## src/rtl/ace_req_arbiter_pkg.sv

```systemverilog
// Shared types for the ACE request arbiter: controller op encoding and FSM states.
package ace_arb_pkg;

    typedef enum logic [1:0] {
        OP_READ    = 2'b00,
        OP_INVALID = 2'b01,
        OP_WRITE   = 2'b10,
        OP_RSVD    = 2'b11
    } ace_op_e;

    typedef enum logic [2:0] {
        IDLE,
        ISSUE,
        HOLD,
        WAIT,
        DONE,
        ERROR
    } arb_state_e;

    function automatic logic op_is_write(input logic [1:0] op);
        return op == OP_WRITE;
    endfunction

endpackage

```

## src/rtl/ace_req_arbiter_rr_picker.sv

```systemverilog
// Combinational round-robin picker: first set request at or after ptr, wrapping.
module rr_picker #(
    parameter int N  = 3,
    parameter int IW = 2
) (
    input  logic [N-1:0]  req,
    input  logic [IW-1:0] ptr,
    output logic [N-1:0]  gnt,
    output logic [IW-1:0] id
);

    always_comb begin
        logic          found;
        int            idx;
        logic [IW-1:0] sel;
        gnt   = '0;
        id    = '0;
        found = 1'b0;
        idx   = 0;
        sel   = '0;
        for (int i = 0; i < N; i++) begin
            idx = (int'(ptr) + i) % N;
            sel = IW'(idx);
            if (!found && req[sel]) begin
                found    = 1'b1;
                gnt[sel] = 1'b1;
                id       = sel;
            end
        end
    end

endmodule

```

## src/rtl/ace_req_arbiter.sv

```systemverilog
// Arbitrates NUM_REQ cache-side requesters onto the single ACE coherence controller,
// one transaction at a time, with snoop hold-off and a sticky WAIT timeout trap.
module ace_req_arbiter
    import ace_arb_pkg::*;
#(
    parameter int NUM_REQ        = 3,
    parameter int TIMEOUT_CYCLES = 256,
    parameter int WRITE_PRIORITY = 1
) (
    input  logic                       clk,
    input  logic                       rst_n,
    input  logic [NUM_REQ-1:0]         req_valid,
    input  logic [2*NUM_REQ-1:0]       req_op,
    output logic [NUM_REQ-1:0]         req_ready,
    output logic [NUM_REQ-1:0]         req_done,
    output logic                       read_req,
    output logic                       invalid_req,
    output logic                       write_req,
    input  logic                       ace_ready,
    input  logic                       snoop_busy,
    output logic [$clog2(NUM_REQ)-1:0] grant_id,
    output logic                       busy,
    output logic                       timeout_err
);

    localparam int IW = $clog2(NUM_REQ);
    localparam int CW = (TIMEOUT_CYCLES > 0) ? $clog2(TIMEOUT_CYCLES + 1) : 1;

    arb_state_e         state;
    logic [IW-1:0]      rr_ptr;
    logic [CW-1:0]      to_cnt;
    logic [NUM_REQ-1:0] wr_mask;
    logic [NUM_REQ-1:0] cand_mask;
    logic [NUM_REQ-1:0] pick_gnt;
    logic [IW-1:0]      pick_id;
    logic               accept;
    ace_op_e            win_op;

    for (genvar g = 0; g < NUM_REQ; g++) begin : g_wr
        assign wr_mask[g] = req_valid[g] & op_is_write(req_op[2*g +: 2]);
    end

    assign cand_mask = (WRITE_PRIORITY != 0 && |wr_mask) ? wr_mask : req_valid;

    rr_picker #(.N(NUM_REQ), .IW(IW)) u_pick (
        .req (cand_mask),
        .ptr (rr_ptr),
        .gnt (pick_gnt),
        .id  (pick_id)
    );

    // rst_n gates the accept so req_ready is quiet while reset is held.
    assign accept    = rst_n && state == IDLE && ace_ready && !snoop_busy && |req_valid;
    assign req_ready = accept ? pick_gnt : '0;
    assign win_op    = ace_op_e'(req_op[2*pick_id +: 2]);

    // rr_ptr holds the highest-priority id, i.e. one past the last completed grant.
    always_ff @(posedge clk) begin
        if (!rst_n) begin
            state       <= IDLE;
            rr_ptr      <= '0;
            to_cnt      <= '0;
            grant_id    <= '0;
            busy        <= 1'b0;
            timeout_err <= 1'b0;
            read_req    <= 1'b0;
            invalid_req <= 1'b0;
            write_req   <= 1'b0;
            req_done    <= '0;
        end else begin
            read_req    <= 1'b0;
            invalid_req <= 1'b0;
            write_req   <= 1'b0;
            req_done    <= '0;
            case (state)
                IDLE: begin
                    if (accept) begin
                        state    <= ISSUE;
                        grant_id <= pick_id;
                        busy     <= 1'b1;
                        case (win_op)
                            OP_WRITE:   write_req   <= 1'b1;
                            OP_INVALID: invalid_req <= 1'b1;
                            default:    read_req    <= 1'b1;
                        endcase
                    end
                end
                ISSUE: state <= HOLD;
                HOLD: begin
                    state  <= WAIT;
                    to_cnt <= '0;
                end
                WAIT: begin
                    if (ace_ready) begin
                        state    <= DONE;
                        req_done <= NUM_REQ'(1) << grant_id;
                    end else if (TIMEOUT_CYCLES != 0 && to_cnt == CW'(TIMEOUT_CYCLES)) begin
                        state       <= ERROR;
                        timeout_err <= 1'b1;
                    end else begin
                        to_cnt <= to_cnt + 1'b1;
                    end
                end
                DONE: begin
                    state  <= IDLE;
                    busy   <= 1'b0;
                    rr_ptr <= (grant_id == IW'(NUM_REQ - 1)) ? '0 : grant_id + 1'b1;
                end
                ERROR: state <= ERROR;
                default: state <= IDLE;
            endcase
        end
    end

endmodule

```

## config.mk

```make
export PLATFORM = sky130hd
export DESIGN_NAME = ace_req_arbiter
export DESIGN_NICKNAME = d
export VERILOG_FILES = /design/src/rtl/ace_req_arbiter_pkg.sv /design/src/rtl/ace_req_arbiter_rr_picker.sv /design/src/rtl/ace_req_arbiter.sv
export SDC_FILE = /design/constraint.sdc
export NUM_CORES = 1
export LEC_CHECK = 0
export BUFFER_PORTS_ARGS = -buffer_cell sky130_fd_sc_hd__buf_2
export CAP_MARGIN = 20
export CORE_UTILIZATION = 45
export DETAILED_ROUTE_END_ITERATION = 16
export HOLD_SLACK_MARGIN = 0.03
export PLACE_DENSITY = 0.74
export SYNTH_ARGS = -nofsm -noshare
export SYNTH_HDL_FRONTEND = slang
export SYNTH_SLANG_ARGS = --single-unit
export TNS_END_PERCENT = 30
```

## constraint.sdc

```tcl
create_clock -name clk -period 3.5 [get_ports clk]
set_input_delay 0 -clock clk [delete_from_list [all_inputs] [get_ports clk]]
set_output_delay 0 -clock clk [all_outputs]
set_load 0.01 [all_outputs]
```

# ---- Yosys cells after proc, flatten, opt, wreduce, memory -nomap -nowiden
# Cells that the tools add are included.
dict set report op_classes {
  add_sub_neg 4
  div_mod_pow 3
  order_cmp 6
  n_eq_ne 16
  shift 2
  n_mux 35
  n_bitwise 6
  reduce_logical 25
}
# operator n
set op_table {}
lappend op_table {{32-bit by 3-bit remainder unit with 32-bit output, second input constant} 2}
lappend op_table {{3-bit by 3-bit remainder unit with 32-bit output, second input constant} 1}
lappend op_table {{3-bit two-way mux} 8}
lappend op_table {{9-bit two-way mux} 2}
lappend op_table {{9-bit case mux with 2 select lines} 1}
lappend op_table {{3-bit case mux with 5 select lines} 1}
lappend op_table {{1-bit two-way mux} 12}
lappend op_table {{3-bit AND reduction} 4}
lappend op_table {{2-bit == test, second input constant} 5}
lappend op_table {{9-bit by 1-bit adder with 9-bit output, second input constant} 1}
lappend op_table {{9-bit == test, second input constant} 1}
lappend op_table {{1-bit logical AND} 9}
lappend op_table {{2-bit by 3-bit < comparator with 1-bit output, second input constant} 3}
lappend op_table {{2-bit two-way mux} 4}
lappend op_table {{1-bit binary-select mux with 2-bit select} 3}
lappend op_table {{1-bit demux with 2-bit select} 3}
lappend op_table {{3-bit by 2-bit == test with 1-bit output, second input constant} 2}
lappend op_table {{3-bit == test, second input constant} 2}
lappend op_table {{2-bit by 1-bit greater-or-equal comparator with 1-bit output, second input constant} 3}
lappend op_table {{2-bit inequality test, second input constant} 3}
lappend op_table {{3-bit OR} 2}
lappend op_table {{2-bit AND reduction} 3}
lappend op_table {{3-bit OR reduction} 2}
lappend op_table {{6-bit by 4-bit indexed part select with 2-bit output} 1}
lappend op_table {{other kinds (14)} 19}
dict set report word_totals {
  regBits 24
  inputBits 13
  output_inout_bits 13
  word_cells 107
}

# ---- Depth between registers and ports, before layout
# Gate-level depths: netlist (run 1).
dict set report logic_depth {
  word_depth 17
  mapped_depth 10
  depth_no_buf 10
}

# ---- By module
# A second synthesis (run 1) with hierarchy kept.
dict set report unflattened {
  cells_unflattened 181
  hier_area_um2 1550.2
}
# mod n_inst cells_per_inst area_per_inst_um2 seq_area_each_um2
set modules_own_cells {}
lappend modules_own_cells {ace_req_arbiter 1 146 1275.0 480.5}
lappend modules_own_cells {rr_picker 1 35 275.3 0.0}

# ---- Worst setup path after synthesis (run 1)
# OpenSTA, ideal clock, no wires.
dict set report synth_path {
  path_type {register to register}
  from {register rr_ptr[0]}
  to {register read_req}
  setup_ns 0.116
  arrival_time_ns 2.116
  t_required_ns 3.384
  slack_ns 1.268
  stages_incl_launch_ff 10
  n_path_buf 1
  synth_period_minus_slack_ns 2.232
  cell_sequence {dfxtp_1 inv_1 ha_1 clkbuf_1 a41oi_1 a22oi_2 o211ai_1 o22a_1 ha_1 and2_2}
}
dict set report synth_between {
  elab_chain_len 14
  word_cells_on_any_way 25
  cone_classes {add/sub (2); div (3); eq/ne (2); shift (1); mux (12); reduce/logical (5)}
}
# element line
set synth_lines {}
lappend synth_lines {{from (decl)} ace_req_arbiter.sv:30} ;# logic [IW-1:0] rr_ptr;
lappend synth_lines {{from (signal assigned)} ace_req_arbiter.sv:107} ;# rr_ptr <= (grant_id == IW'(NUM_REQ - 1)) ? '0 : grant_id + 1'b1;
lappend synth_lines {{branches (longest 9 deep; another with 32-bit by 3-bit remainder unit with 32-bit output)} --}
lappend synth_lines {{2-bit two-way mux (*)} ace_req_arbiter_rr_picker.sv:24} ;# if (!found && req[sel]) begin
lappend synth_lines {{6-bit by 4-bit indexed part select with 2-bit output (*)} ace_req_arbiter.sv:55} ;# assign win_op = ace_op_e'(req_op[2*pick_id +: 2]);
lappend synth_lines {{2-bit == test or 2-bit by 1-bit == test with 1-bit output (tied branches)} ace_req_arbiter.sv:81} ;# case (win_op)
lappend synth_lines {{2-bit OR reduction (no source line) (*)} --}
lappend synth_lines {{1-bit two-way mux (*)} ace_req_arbiter.sv:81}
lappend synth_lines {{to (signal assigned)} ace_req_arbiter.sv:66} ;# read_req <= 1'b0;
lappend synth_lines {{to (signal assigned)} ace_req_arbiter.sv:71} ;# read_req <= 1'b0;
lappend synth_lines {{to (signal assigned)} ace_req_arbiter.sv:84} ;# default: read_req <= 1'b1;
lappend synth_lines {{to (decl)} ace_req_arbiter.sv:16} ;# output logic read_req,
# Every way passes the cells marked *. The select of a mux whose other input is x is not followed.
# A chain may end at the register's enable or synchronous reset.

# ---- Final worst setup path (run 1)
# Ends and elaborated chain as after synthesis.

==> flow_metrics.env, run 1 <==
export IMPL_fin_tns_setup_ns=0
export IMPL_cts_tree="built"
export IMPL_ys_ff_latch=24
export IMPL_hold_path_class="in2reg"
export IMPL_post_place_ws_ns=0.9754
export IMPL_initial_utilization_pct=47.62
export IMPL_arrival_ns=2.80
export IMPL_grtUsageMet2_pct=31.49
export IMPL_via_per_inst=5.699
export IMPL_io_pins=26
export IMPL_clk_latency_ns=0.32
export IMPL_synth_cells=203
export IMPL_synth_area_leaders="dfxtp_1, ha_1, nor2_1"
export IMPL_grt_pass1_wl_um=5975
export IMPL_r2r_end="read_req"
export IMPL_remaining_drc_errors=0
export IMPL_peakVddDrop_mv=0.2270
export IMPL_grt_pass1_vias=1371
export IMPL_p_per_area_nw_per_um2=324.2
export IMPL_reg2reg_depth=10
export IMPL_path_delay_family="adder cells"
export IMPL_synthesis_area_um2=1602
export IMPL_start_kind="flop"
export IMPL_portBuffers=25
export IMPL_slowest_delay_ns=0.50
export IMPL_die_area_um2=3801
export IMPL_leakagePower_nw=0.7461
export IMPL_crit_required_ns=3.72
export IMPL_wl_per_cell_um=12.83
export IMPL_slowest_stage="ha_1"
export IMPL_antenna_cells=0
export IMPL_syn_nets=224
export IMPL_critical_path_buf_inv_count=1
export IMPL_hold_path_depth=5
export IMPL_area_delta_synth_final_pct=14.84
export IMPL_die_h_um=61.66
export IMPL_cap_violations=0
export IMPL_synth_edf_count=0
export IMPL_worstSetupEndpointType="flop"
export IMPL_root_buffer="clkbuf_4"
export IMPL_clk_pin_slew_ns=0.14
export IMPL_ys_warn_count=0
export IMPL_rsz0062_at_grt="false"
export IMPL_synth_cell_types=50
export IMPL_hold_end="grant_id[1]"
export IMPL_postRouteAntennaNets=0
export IMPL_dp_hpwl_um=2637
export IMPL_drtIter0Drc=86
export IMPL_routed_wl_um=3542
export IMPL_cp_max_fo=13
export IMPL_hold_start="req_valid[2]"
export IMPL_rr_startpoint="rr_ptr[0]"
export IMPL_drive_gt1_share_pct=16.96
export IMPL_clock_skew_ns=0.01258
export IMPL_p_total_uw=596.4
export IMPL_path_common_cell="ha_1"
export IMPL_core_um2=3363
export IMPL_max_slew_margin_rel_pct=65.14
export IMPL_synth_top_cell_area_share_pct=30.00
export IMPL_fmaxAchievable_mhz=387.5
export IMPL_vias=1573
export IMPL_synth_area_per_cell_um2=7.889
export IMPL_cts_sinks=24
export IMPL_setup_ws_ns=0.9191
export IMPL_rows=21
export IMPL_fillers=349
export IMPL_synth_top_area_cell="dfxtp_1"
export IMPL_hold_viol=0
export IMPL_setup_violations=0
export IMPL_tightest_slew_ns=0.5161
export IMPL_final_max_slew_viol_count=0
export IMPL_fin_crit_sh_pct=73.74
export IMPL_yosysMostFrequentCell="dfxtp_1"
export IMPL_cts_repair_resize_count=0
export IMPL_grt_max_degree=16
export IMPL_ys_seq_area_share_pct=30.00
export IMPL_post_route_min_period_ns=2.581
export IMPL_finalNetCount=252
export IMPL_routabilityCongestion=0.8848
export IMPL_cts_htree_levels=1
export IMPL_clockBufferDepth=2
export IMPL_drt_pre_antenna_iters=4
export IMPL_postSynth_asyncResetShare_pct=0
export IMPL_antenna_found_initial=0
export IMPL_r2r_slack_ns=0.92
export IMPL_die_w_um=61.66
export IMPL_synth_main_ff_cell="dfxtp_1"
export IMPL_use_met3_pct=4.412
export IMPL_synthTopCellsByCount="dfxtp_1, nor2_1, nand2_1, inv_1, a21oi_1"
export IMPL_track_usage_pct=20.55
export IMPL_busiest_layer="met2"
export IMPL_grt_overflow_total=0
export IMPL_cts_inserted_buffers=3
export IMPL_met1_usage_pct=30.63
export IMPL_setup_worst_path_class="reg2reg"
export IMPL_status="finished clean"
export IMPL_path_cells="inv_1, ha_1, nand2_1, and3_1, a22oi_1, o32a_2, o211ai_1, o22a_1, ha_1, and2_2"
-- layer usage --
metal / share of wire [%] / up-vias
met3: 7.3 / 2
met1: 51 / 697
met5: 0 / -
li1: - / 812
met2: 41 / 62
met4: 0.37 / 0
-- power by group --
group | switching, mW | internal [mW] | total [mW] | leakage (nW)
sequential | 0.00746 | 0.279 | 0.286 | 0.194
clock | 0.0851 | 0.116 | 0.201 | 0.0279
combinational | 0.0633 | 0.0459 | 0.109 | 0.524
total | 0.156 | 0.440 | 0.596 | 0.746
-- timing repair --
| action | CTS | global route |
|---|---|---|
| endpoints found under the hold margin | 9 | 0 |
| buffers inserted | 0 | 0 |
| hold buffers | 3 | 0 |
-- flip-flops by register name, indices dropped and copies added (netlist names) --
name         flops
timeout_err      1
rr_ptr           2
to_cnt           9
read_req         1
req_done         3
grant_id         2
state            3
busy             1
write_req        1
invalid_req      1
-- cells in the final DEF, fill, tap and decap left out, types with 2 or more instances in the layout --
master         Yosys  routed
nand4_1            9       9
nor3b_1            3       3
a21oi_1           10      10
nand3_1            9       9
o21ai_0            5       5
a41oi_1            2       2
o22a_1             2       2
o211ai_1           2       2
dlygate4sd3_1      0       3
inv_1             13      13
nand2_1           14      14
nor3_1             7       7
a22oi_1            2       2
nand2b_1           5       5
and3_1             5       5
a31oi_1            5       5
o21ai_1            4       4
xnor2_1            3       3
nor2b_1            6       6
nor4_1             3       3
a2bb2oi_1          2       2
ha_1               8       8
a21o_1             2       2
nand3b_1           2       2
o22ai_1            5       5
dfxtp_1           24      24
clkbuf_4           0       3
xor2_1             4       4
buf_2              1      25
and2_2             3       3
nor2_1            20      20
-- per-stage QoR --
stage / std cells / util (%) / hold slack [ns] / instance area, um2
2_1_floorplan: 203 / - / 0.1217 / 1602
3_3_place_gp: 269 / 52.23 / 0.3027 / 1757
3_5_place_dp: 269 / 52.23 / 0.3043 / 1757
4_1_cts: 276 / 54.69 / 0.1936 / 1839
5_1_grt: 276 / 54.69 / 0.2255 / 1839
6_report: 276 / 54.69 / 0.1948 / 1839
-- cell type report --
type / count / area (um2) / area share, %
multi-input combinational: 161 / 1045 / 56.80
clock inverter: 1 / 30.03 / 1.633
clock buffer: 3 / 22.52 / 1.224
inverter: 13 / 48.80 / 2.653
timing repair buffer: 28 / 155.1 / 8.435
sequential: 24 / 480.5 / 26.12
tap: 46 / 57.56 / 3.129
-- how the worst max path moves through the flow --
stage	slack, ns	startpoint	cells after the start	end
after detailed placement	0.98	rr_ptr[0]	10	read_req
final	0.92	rr_ptr[0]	10	read_req
after global routing	0.73	rr_ptr[0]	10	read_req
after CTS	0.94	rr_ptr[0]	10	read_req
after floorplan	1.27	rr_ptr[0]	9	read_req
after global placement	1.04	rr_ptr[0]	10	read_req
-- cells by family after synthesis --
logic type / synth area share (%)
AO/OA/AOI/OAI: 21.64
adder cells (fa/ha/maj): 6.250
AND/OR/NAND/NOR: 33.52
XOR/XNOR: 3.828
buffers and inverters: 4.765
flip-flops: 30.00
-- worst reg2reg max path, delay by kind of cell (launching register included) --
family | cells | cell delay, ns
AO/OA/AOI/OAI | 4 | 0.74
adder cells (fa/ha/maj) | 2 | 0.76
buffers and inverters | 1 | 0.08
flip-flops | 1 | 0.41
AND/OR/NAND/NOR | 3 | 0.50
No activity file was read; power rests on OpenSTA's default activity.
==> run 2, diff against run 1 <==
--- a/config.mk
+++ b/config.mk
@@ -5,12 +5,13 @@
 export SDC_FILE = /design/constraint.sdc
 export NUM_CORES = 1
 export LEC_CHECK = 0
+export ABC_AREA = 1
 export BUFFER_PORTS_ARGS = -buffer_cell sky130_fd_sc_hd__buf_2
 export CAP_MARGIN = 20
 export CORE_UTILIZATION = 45
 export DETAILED_ROUTE_END_ITERATION = 16
 export HOLD_SLACK_MARGIN = 0.03
-export PLACE_DENSITY = 0.74
+export PLACE_DENSITY = 0.77
 export SYNTH_ARGS = -nofsm -noshare
 export SYNTH_HDL_FRONTEND = slang
 export SYNTH_SLANG_ARGS = --single-unit
==> constraint.sdc (replaced) <==
create_clock -name clk -period 2.1 [get_ports clk]
set_input_delay 0 -clock clk [delete_from_list [all_inputs] [get_ports clk]]
set_output_delay 0 -clock clk [all_outputs]
set_load 0.01 [all_outputs]
==> run 2 against run 1 <==
- combinational power grew to 4.3 times the previous value
- sequential share of layout area fell by 4.1 points
- worst hold slack lost 0.12 ns
- first-iteration DRC count up 52%
- the flow now finishes with violations (negative setup slack)
- critical path depth grew 6
- via count grew 13%
- non-clock buffer count increased by 20
- critical endpoint unchanged
- area after synthesis down 3.4%
- largest power group unchanged
- worst setup slack lost 0.95 ns
- power up 120%
- register-to-register slack worse by 0.95 ns
- largest cell class unchanged
==> flow_metrics.env, run 2 <==
export IMPL_fillers=242
export IMPL_regMostFlops="to_cnt"
export IMPL_synth_main_ff_cell="dfxtp_1"
export IMPL_dp_hpwl_um=2943
export IMPL_arrival_ns=2.33
export IMPL_syn_nets=258
export IMPL_yosysMostFrequentCell="nand2_1"
export IMPL_cts_htree_levels=1
export IMPL_rsz0062_at_grt="true"
export IMPL_placed_area_um2=1843
export IMPL_clk_latency_ns=0.32
export IMPL_synth_top_family_by_area="simple AND/OR/NAND/NOR gates"
export IMPL_synth_cells=237
export IMPL_synth_simple_area_share_pct=41.47
export IMPL_largest_reg_flops=9
export IMPL_leakagePower_nw=1.046
export IMPL_multi_input_area_um2=1139
export IMPL_finalNetCount=309
export IMPL_cts_inserted_buffers=3
export IMPL_final_common_cell="inv_1"
export IMPL_postRouteAntennaNets=0
export IMPL_root_buffer="clkbuf_4"
export IMPL_synth_edf_count=0
export IMPL_rows=20
export IMPL_cp_max_fo=6
export IMPL_r2r_slack_ns=-0.03
export IMPL_synthTopCellsByCount="nand2_1, inv_1, nand3_1, dfxtp_1, a21oi_1"
export IMPL_reg2reg_depth=16
export IMPL_ys_seq_area_share_pct=31.04
export IMPL_ys_warn_count=0
export IMPL_synth_xor_area_share_pct=0.5659
export IMPL_initial_utilization_pct=49.09
export IMPL_setup_violations=1
export IMPL_rr_startpoint="rr_ptr[0]"
export IMPL_cap_violations=0
export IMPL_cts_tree="built"
export IMPL_vias=1776
export IMPL_postSynth_asyncResetShare_pct=0
export IMPL_grt_max_degree=15
export IMPL_p_total_mw=1.313
export IMPL_worstSetupEndpoint="read_req"
export IMPL_ys_ff_latch=24
export IMPL_peakVddDrop_mv=0.5586
export IMPL_routed_wl_um=4436
export IMPL_fin_area_um2=2216
export IMPL_core_um2=3153
export IMPL_hold_path_class="in2reg"
export IMPL_clockBufferDepth=2
export IMPL_antenna_cells=0
export IMPL_grt_pass1_vias=1514
export IMPL_post_route_min_period_ns=2.127
export IMPL_antenna_found_initial=0
export IMPL_setup_worst_path_class="reg2reg"
export IMPL_remaining_drc_errors=0
export IMPL_cts_sinks=24
export IMPL_tightest_slew_ns=0.5114
export IMPL_p_per_area_nw_per_um2=592.6
export IMPL_synth_adder_area_share_pct=6.467
export IMPL_cp_startpoint="rr_ptr[0]"
export IMPL_synthMuxAreaShare_pct=0
export IMPL_synth_top_area_cell="dfxtp_1"
export IMPL_synth_compound_area_share_pct=9.701
export IMPL_synthesis_area_um2=1548
export IMPL_wl_per_cell_um=13.40
export IMPL_mostFrequentLayoutCells="inv_1, nand2_1, buf_2"
export IMPL_status="finished with violations"
export IMPL_drtIter0Drc=131
export IMPL_hold_viol=0
export IMPL_fin_crit_sh_pct=101.3
export IMPL_crit_required_ns=2.31
export IMPL_start_kind="flop"
export IMPL_via_per_inst=5.366
export IMPL_largestRegisters="to_cnt: 9 flops, req_done: 3 flops, state: 3 flops"
export IMPL_regArea_um2=488.0
export IMPL_track_usage_pct=22.80
export IMPL_die_h_um=60.65
export IMPL_die_area_um2=3678
export IMPL_portBuffers=25
export IMPL_grt_overflow_total=0
export IMPL_synth_area_leaders="dfxtp_1, nand2_1, nand3_1"
export IMPL_die_w_um=60.65
export IMPL_grt_pass1_wl_um=6334
export IMPL_max_slew_margin_rel_pct=65.80
export IMPL_drt_pre_antenna_iters=4
export IMPL_final_max_slew_viol_count=0
export IMPL_routabilityCongestion=0.9679
export IMPL_violations="negative setup slack"
export IMPL_fmaxAchievable_mhz=470.2
export IMPL_synth_top_cell_area_share_pct=31.04
export IMPL_io_pins=26
export IMPL_clk_pin_slew_ns=0.13
export IMPL_worstSetupEndpointType="flop"
export IMPL_area_delta_synth_final_pct=43.17
export IMPL_drive_gt1_share_pct=37.98
export IMPL_clock_skew_ns=0.001110
export IMPL_synth_cell_types=26
export IMPL_setup_ws_ns=-0.02679
export IMPL_r2r_end="read_req"
export IMPL_synth_area_per_cell_um2=6.531
run 2: final cells by class:
type | instances | share of cell area [%]
inverters | 42 | 7.510
clock inverters | 1 | 1.355
repair buffers | 48 | 14.23
clock buffers | 3 | 1.016
multi-input cells | 169 | 51.38
well taps | 44 | 2.484
flip-flops and latches | 24 | 22.02
run 2: how the worst min path moves through the flow:
stage	from	endpoint	slack, ns	depth (start not counted)
after floorplan	rst_n	rr_ptr[0]	0.14	2
after global placement	rst_n	rr_ptr[1]	0.30	3
after detailed placement	rst_n	rr_ptr[1]	0.32	3
after CTS	ace_ready	state[1]	0.07	6
after global routing	ace_ready	state[1]	0.09	6
final	ace_ready	state[1]	0.08	6
run 2: report_power, final:
part           switching, mW  internal [mW]
clock network          0.143          0.193
logic                  0.288          0.184
registers             0.0221          0.483
total                  0.453          0.860
run 2: cells by family (layout without fill, tap and decap cells):
logic type | Yosys count | in the layout
simple gates | 131 | 131
buf+inv | 44 | 94
compound gates | 29 | 29
flops | 24 | 24
fa+ha+maj | 8 | 8
xor+xnor | 1 | 1
run 2: worst max-delay path, stage by stage (launching register included):
cell and delay (ns):
dfxtp_4 0.39, inv_4 0.04, ha_4 0.32, inv_6 0.06
nand3_4 0.08, nand3_2 0.07, nand2_2 0.14, nand2_2 0.07
nand2_2 0.09, nand2_2 0.08, nand2_4 0.11, nor2_1 0.06
nand2_1 0.07, nand3_1 0.08, ha_1 0.27, inv_1 0.05
nor2_1 0.03
run 2: layer usage:
metal	GRT usage [%]	vias to the layer above	wire, um
met4	4.221	0	35
met5	0	-	0
li1	-	879	-
met1	30.03	827	2030
met2	38.93	64	2109
met3	4.691	6	261
run 2: what timing repair did:
action | CTS | global route
setup endpoints to repair | 6 | 6
hold endpoints to repair | 4 | 0
hold buffers | 1 | 0
buffers inserted | 1 | 5
resized for setup | 16 | 52
pin swaps | 1 | 20
cloned | 0 | 0
run 2: through the flow:
step                hold slack, ns  instances   TNS, ns  util [%]  worst slack, ns
detailed placement          0.3156        320   -0.3773     58.45          -0.1918
global placement            0.2972        320  -0.08075     58.45         -0.08075
global route               0.09159        331   -0.5340     70.28          -0.1633
floorplan                   0.1384        237         0         -          0.01896
finish                     0.07684        331  -0.02679     70.28         -0.02679
CTS                        0.07241        326         0     62.66         0.007765
==> run 3, diff against run 2 <==
--- a/config.mk
+++ b/config.mk
@@ -11,8 +11,9 @@
 export CORE_UTILIZATION = 45
 export DETAILED_ROUTE_END_ITERATION = 16
 export HOLD_SLACK_MARGIN = 0.03
-export PLACE_DENSITY = 0.77
+export PLACE_DENSITY = 0.76
 export SYNTH_ARGS = -nofsm -noshare
 export SYNTH_HDL_FRONTEND = slang
+export SYNTH_HIERARCHICAL = 1
 export SYNTH_SLANG_ARGS = --single-unit
-export TNS_END_PERCENT = 30
+export TNS_END_PERCENT = 100
==> run 3 against run 2 <==
- the run still ends with negative setup slack left
- first-iteration DRC count decreased by 22%
- combinational power increased by 12%
- worst hold slack improved by 0.021 ns
- via count decreased by 3.3%
- worst setup slack got worse by 0.035 ns
- area after synthesis increased by 9.2%
- power increased by 12%
- critical path type unchanged
- largest power group unchanged
==> flow_metrics.env, run 3 <==
export IMPL_placed_area_um2=2048
export IMPL_initial_utilization_pct=48.74
export IMPL_p_total_mw=1.474
export IMPL_cap_violations=0
export IMPL_r2r_slack_ns=-0.06
export IMPL_largest_reg_flops=9
export IMPL_clk_pin_slew_ns=0.09
export IMPL_leakagePower_nw=1.066
export IMPL_setup_ws_ns=-0.06147
export IMPL_grt_overflow_total=0
export IMPL_ys_warn_count=6
export IMPL_grt_pass1_vias=1639
export IMPL_arrival_ns=2.37
export IMPL_synth_compound_area_share_pct=10.51
export IMPL_cts_inserted_buffers=3
export IMPL_tightest_slew_ns=0.3421
export IMPL_final_common_cell="nand2_1"
export IMPL_drtIter0Drc=102
export IMPL_cp_startpoint="rr_ptr[0]"
export IMPL_grt_max_degree=15
export IMPL_reg2reg_depth=17
export IMPL_mostFrequentLayoutCells="nand2_1, inv_1, nand3_1, buf_4, buf_2"
export IMPL_comb_power_share_pct=35.8
export IMPL_routed_wl_um=3995
export IMPL_p_per_area_nw_per_um2=657.0
export IMPL_setup_violations=2
export IMPL_rows=21
export IMPL_rr_startpoint="rr_ptr[0]"
export IMPL_synth_edf_count=0
export IMPL_slowest_delay_ns=0.35
export IMPL_syn_nets=274
export IMPL_synth_area_per_cell_um2=6.681
export IMPL_path_common_cell="inv_2"
export IMPL_portBuffers=25
export IMPL_dp_hpwl_um=2966
export IMPL_fillers=313
export IMPL_antenna_found_initial=0
export IMPL_p_sw_uw=515.4
export IMPL_synth_top_area_cell="dfxtp_1"
export IMPL_synth_cell_types=29
export IMPL_drive_gt1_share_pct=36.93
export IMPL_wl_per_cell_um=11.35
export IMPL_r2r_end="read_req"
export IMPL_synth_adder_area_share_pct=5.922
export IMPL_synth_cells=253
export IMPL_largestRegisters="to_cnt: 9 flops, req_done: 3 flops, state: 3 flops"
export IMPL_root_buffer="clkbuf_8"
export IMPL_via_per_inst=4.878
export IMPL_die_w_um=63.29
export IMPL_ys_seq_area_share_pct=28.42
export IMPL_slowest_stage="dfxtp_2"
export IMPL_cp_max_fo=4
export IMPL_setup_worst_path_class="reg2reg"
export IMPL_drt_pre_antenna_iters=4
export IMPL_status="finished with violations"
export IMPL_synthMuxAreaShare_pct=0
export IMPL_synth_xor_area_share_pct=0.5181
export IMPL_swShare_pct=34.97
export IMPL_postRouteAntennaNets=0
export IMPL_area_delta_synth_final_pct=32.72
export IMPL_post_route_min_period_ns=2.161
export IMPL_yosysMostFrequentCell="nand2_1"
export IMPL_rsz0062_at_grt="true"
export IMPL_synth_simple_area_share_pct=41.08
export IMPL_violations="negative setup slack"
export IMPL_routabilityCongestion=0.9081
export IMPL_postSynth_asyncResetShare_pct=0
export IMPL_io_pins=26
export IMPL_final_max_slew_viol_count=0
export IMPL_cts_sinks=24
export IMPL_fin_area_um2=2243
export IMPL_synthesis_area_um2=1690
export IMPL_path_cells="inv_2, ha_4, inv_4, nand2_2, nand3_2, nand2_4, nand3_2, nand2_1, inv_1, nand2_2, inv_2, or2_4, a31oi_4, inv_2, ha_4, inv_2, nor2_1"
export IMPL_start_kind="flop"
export IMPL_cts_tree="built"
export IMPL_clock_skew_ns=0.01023
export IMPL_fin_hold_ws_ns=0.09741
export IMPL_clk_latency_ns=0.27
export IMPL_fin_crit_sh_pct=102.9
export IMPL_p_int_uw=958.6
export IMPL_crit_required_ns=2.31
export IMPL_worstSetupEndpoint="read_req"
export IMPL_vias=1717
export IMPL_worstSetupEndpointType="flop"
export IMPL_remaining_drc_errors=0
export IMPL_p_seq_share_pct=36.7
export IMPL_grt_pass1_wl_um=6817
export IMPL_die_area_um2=4006
export IMPL_synth_main_ff_cell="dfxtp_1"
export IMPL_hold_path_class="in2reg"
export IMPL_track_usage_pct=21.21
export IMPL_synth_top_family_by_area="simple AND/OR/NAND/NOR gates"
export IMPL_synth_area_leaders="dfxtp_1, nand2_1, inv_1"
export IMPL_synthTopCellsByCount="nand2_1, inv_1, nand3_1, dfxtp_1, nor2_1"
export IMPL_fmaxAchievable_mhz=462.6
export IMPL_post_place_ws_ns=-0.1691
export IMPL_die_h_um=63.29
export IMPL_core_um2=3468
export IMPL_max_slew_margin_rel_pct=77.16
export IMPL_clockBufferDepth=2
export IMPL_peakVddDrop_mv=0.6995
export IMPL_antenna_cells=0
export IMPL_hold_viol=0
export IMPL_regMostFlops="to_cnt"
export IMPL_cts_htree_levels=1
export IMPL_finalNetCount=328
export IMPL_pwr_share_clk_pct=27.5
export IMPL_synth_top_cell_area_share_pct=28.42
export IMPL_ys_ff_latch=24
==> run 3: cell count changes after synthesis, moves of 4 or more <==
| cell | change |
|---|---|
| a21oi_1 | -5 |
| a31oi_1 | +5 |
| inv_2 | +5 |
| nand2_1 | +6 |
| nand2_4 | +5 |
| nand3_1 | -7 |
| nand3_2 | +6 |
| nand3b_1 | -4 |
| nor2_1 | +9 |
| nor3_1 | -8 |
==> run 3: metal layers <==
| layer | global-route usage (%) | vias to the layer above | wire length, um |
|---|---|---|---|
| met2 | 38.17 | 54 | 1911 |
| li1 | - | 901 | - |
| met3 | 3.804 | 2 | 249 |
| met4 | 4.261 | 0 | 23 |
| met1 | 26.16 | 760 | 1812 |
| met5 | 0 | - | 0 |
==> run 3: critical path: cells and delay by family, from the launching register on <==
family / cells / cell delay (ns)
AO/OA/AOI/OAI: 1 / 0.18
flip-flops: 1 / 0.35
AND/OR/NAND/NOR: 8 / 0.77
buffers and inverters: 6 / 0.27
adder cells (fa/ha/maj): 2 / 0.55
==> run 3: worst min path at each step <==
stage	slack (ns)	cells past startpoint	end	from
after floorplan	0.19	2	req_done[1]	ace_ready
after global placement	0.31	3	state[0]	rst_n
after detailed placement	0.31	3	state[0]	rst_n
after CTS	0.09	3	req_done[1]	ace_ready
after global routing	0.12	3	req_done[1]	ace_ready
final	0.1	3	req_done[1]	ace_ready
==> run 3: final cells by class <==
cell class	count	area [um2]	share of cell area, %
sequential	24	485.5	21.64
inverter	51	203.9	9.091
multi-input combinational	175	1095	48.80
tap	46	57.56	2.566
timing repair buffer	52	330.3	14.72
clock buffer	3	41.29	1.840
clock inverter	1	30.03	1.339
==> run 3: cells by family after synthesis <==
group | after synthesis
AND/OR/NAND/NOR | 134
buffers and inverters | 54
AO/OA/AOI/OAI | 32
flip-flops | 24
adder cells (fa/ha/maj) | 8
XOR/XNOR | 1
==> run 3: per-stage QoR <==
| stage | TNS, ns | cells | utilization [%] |
|---|---|---|---|
| 3_3_place_gp | -0.1815 | 343 | 59.05 |
| 5_1_grt | -0.3860 | 352 | 64.68 |
| 6_report | -0.08859 | 352 | 64.68 |
| 3_5_place_dp | -0.3032 | 343 | 59.05 |
| 4_1_cts | -0.1186 | 351 | 62.99 |
| 2_1_floorplan | -0.01253 | 253 | - |
==> run 3: power groups by stage <==
| stage | Combinational (mW) | Clock (mW) | Sequential (mW) |
|---|---|---|---|
| floorplan | 0.340 | 0 | 0.551 |
| global placement | 0.472 | 0 | 0.551 |
| detailed placement | 0.479 | 0 | 0.553 |
| CTS | 0.492 | 0.414 | 0.542 |
| global route | 0.588 | 0.429 | 0.550 |
| finish | 0.528 | 0.405 | 0.541 |
==> run 3: timing repair <==
item,CTS,global route
endpoints found under the setup margin,3,3
gates resized for setup,7,13
pin swaps,6,9
hold endpoints to repair,1,0
hold buffers,1,0
setup buffers,3,1
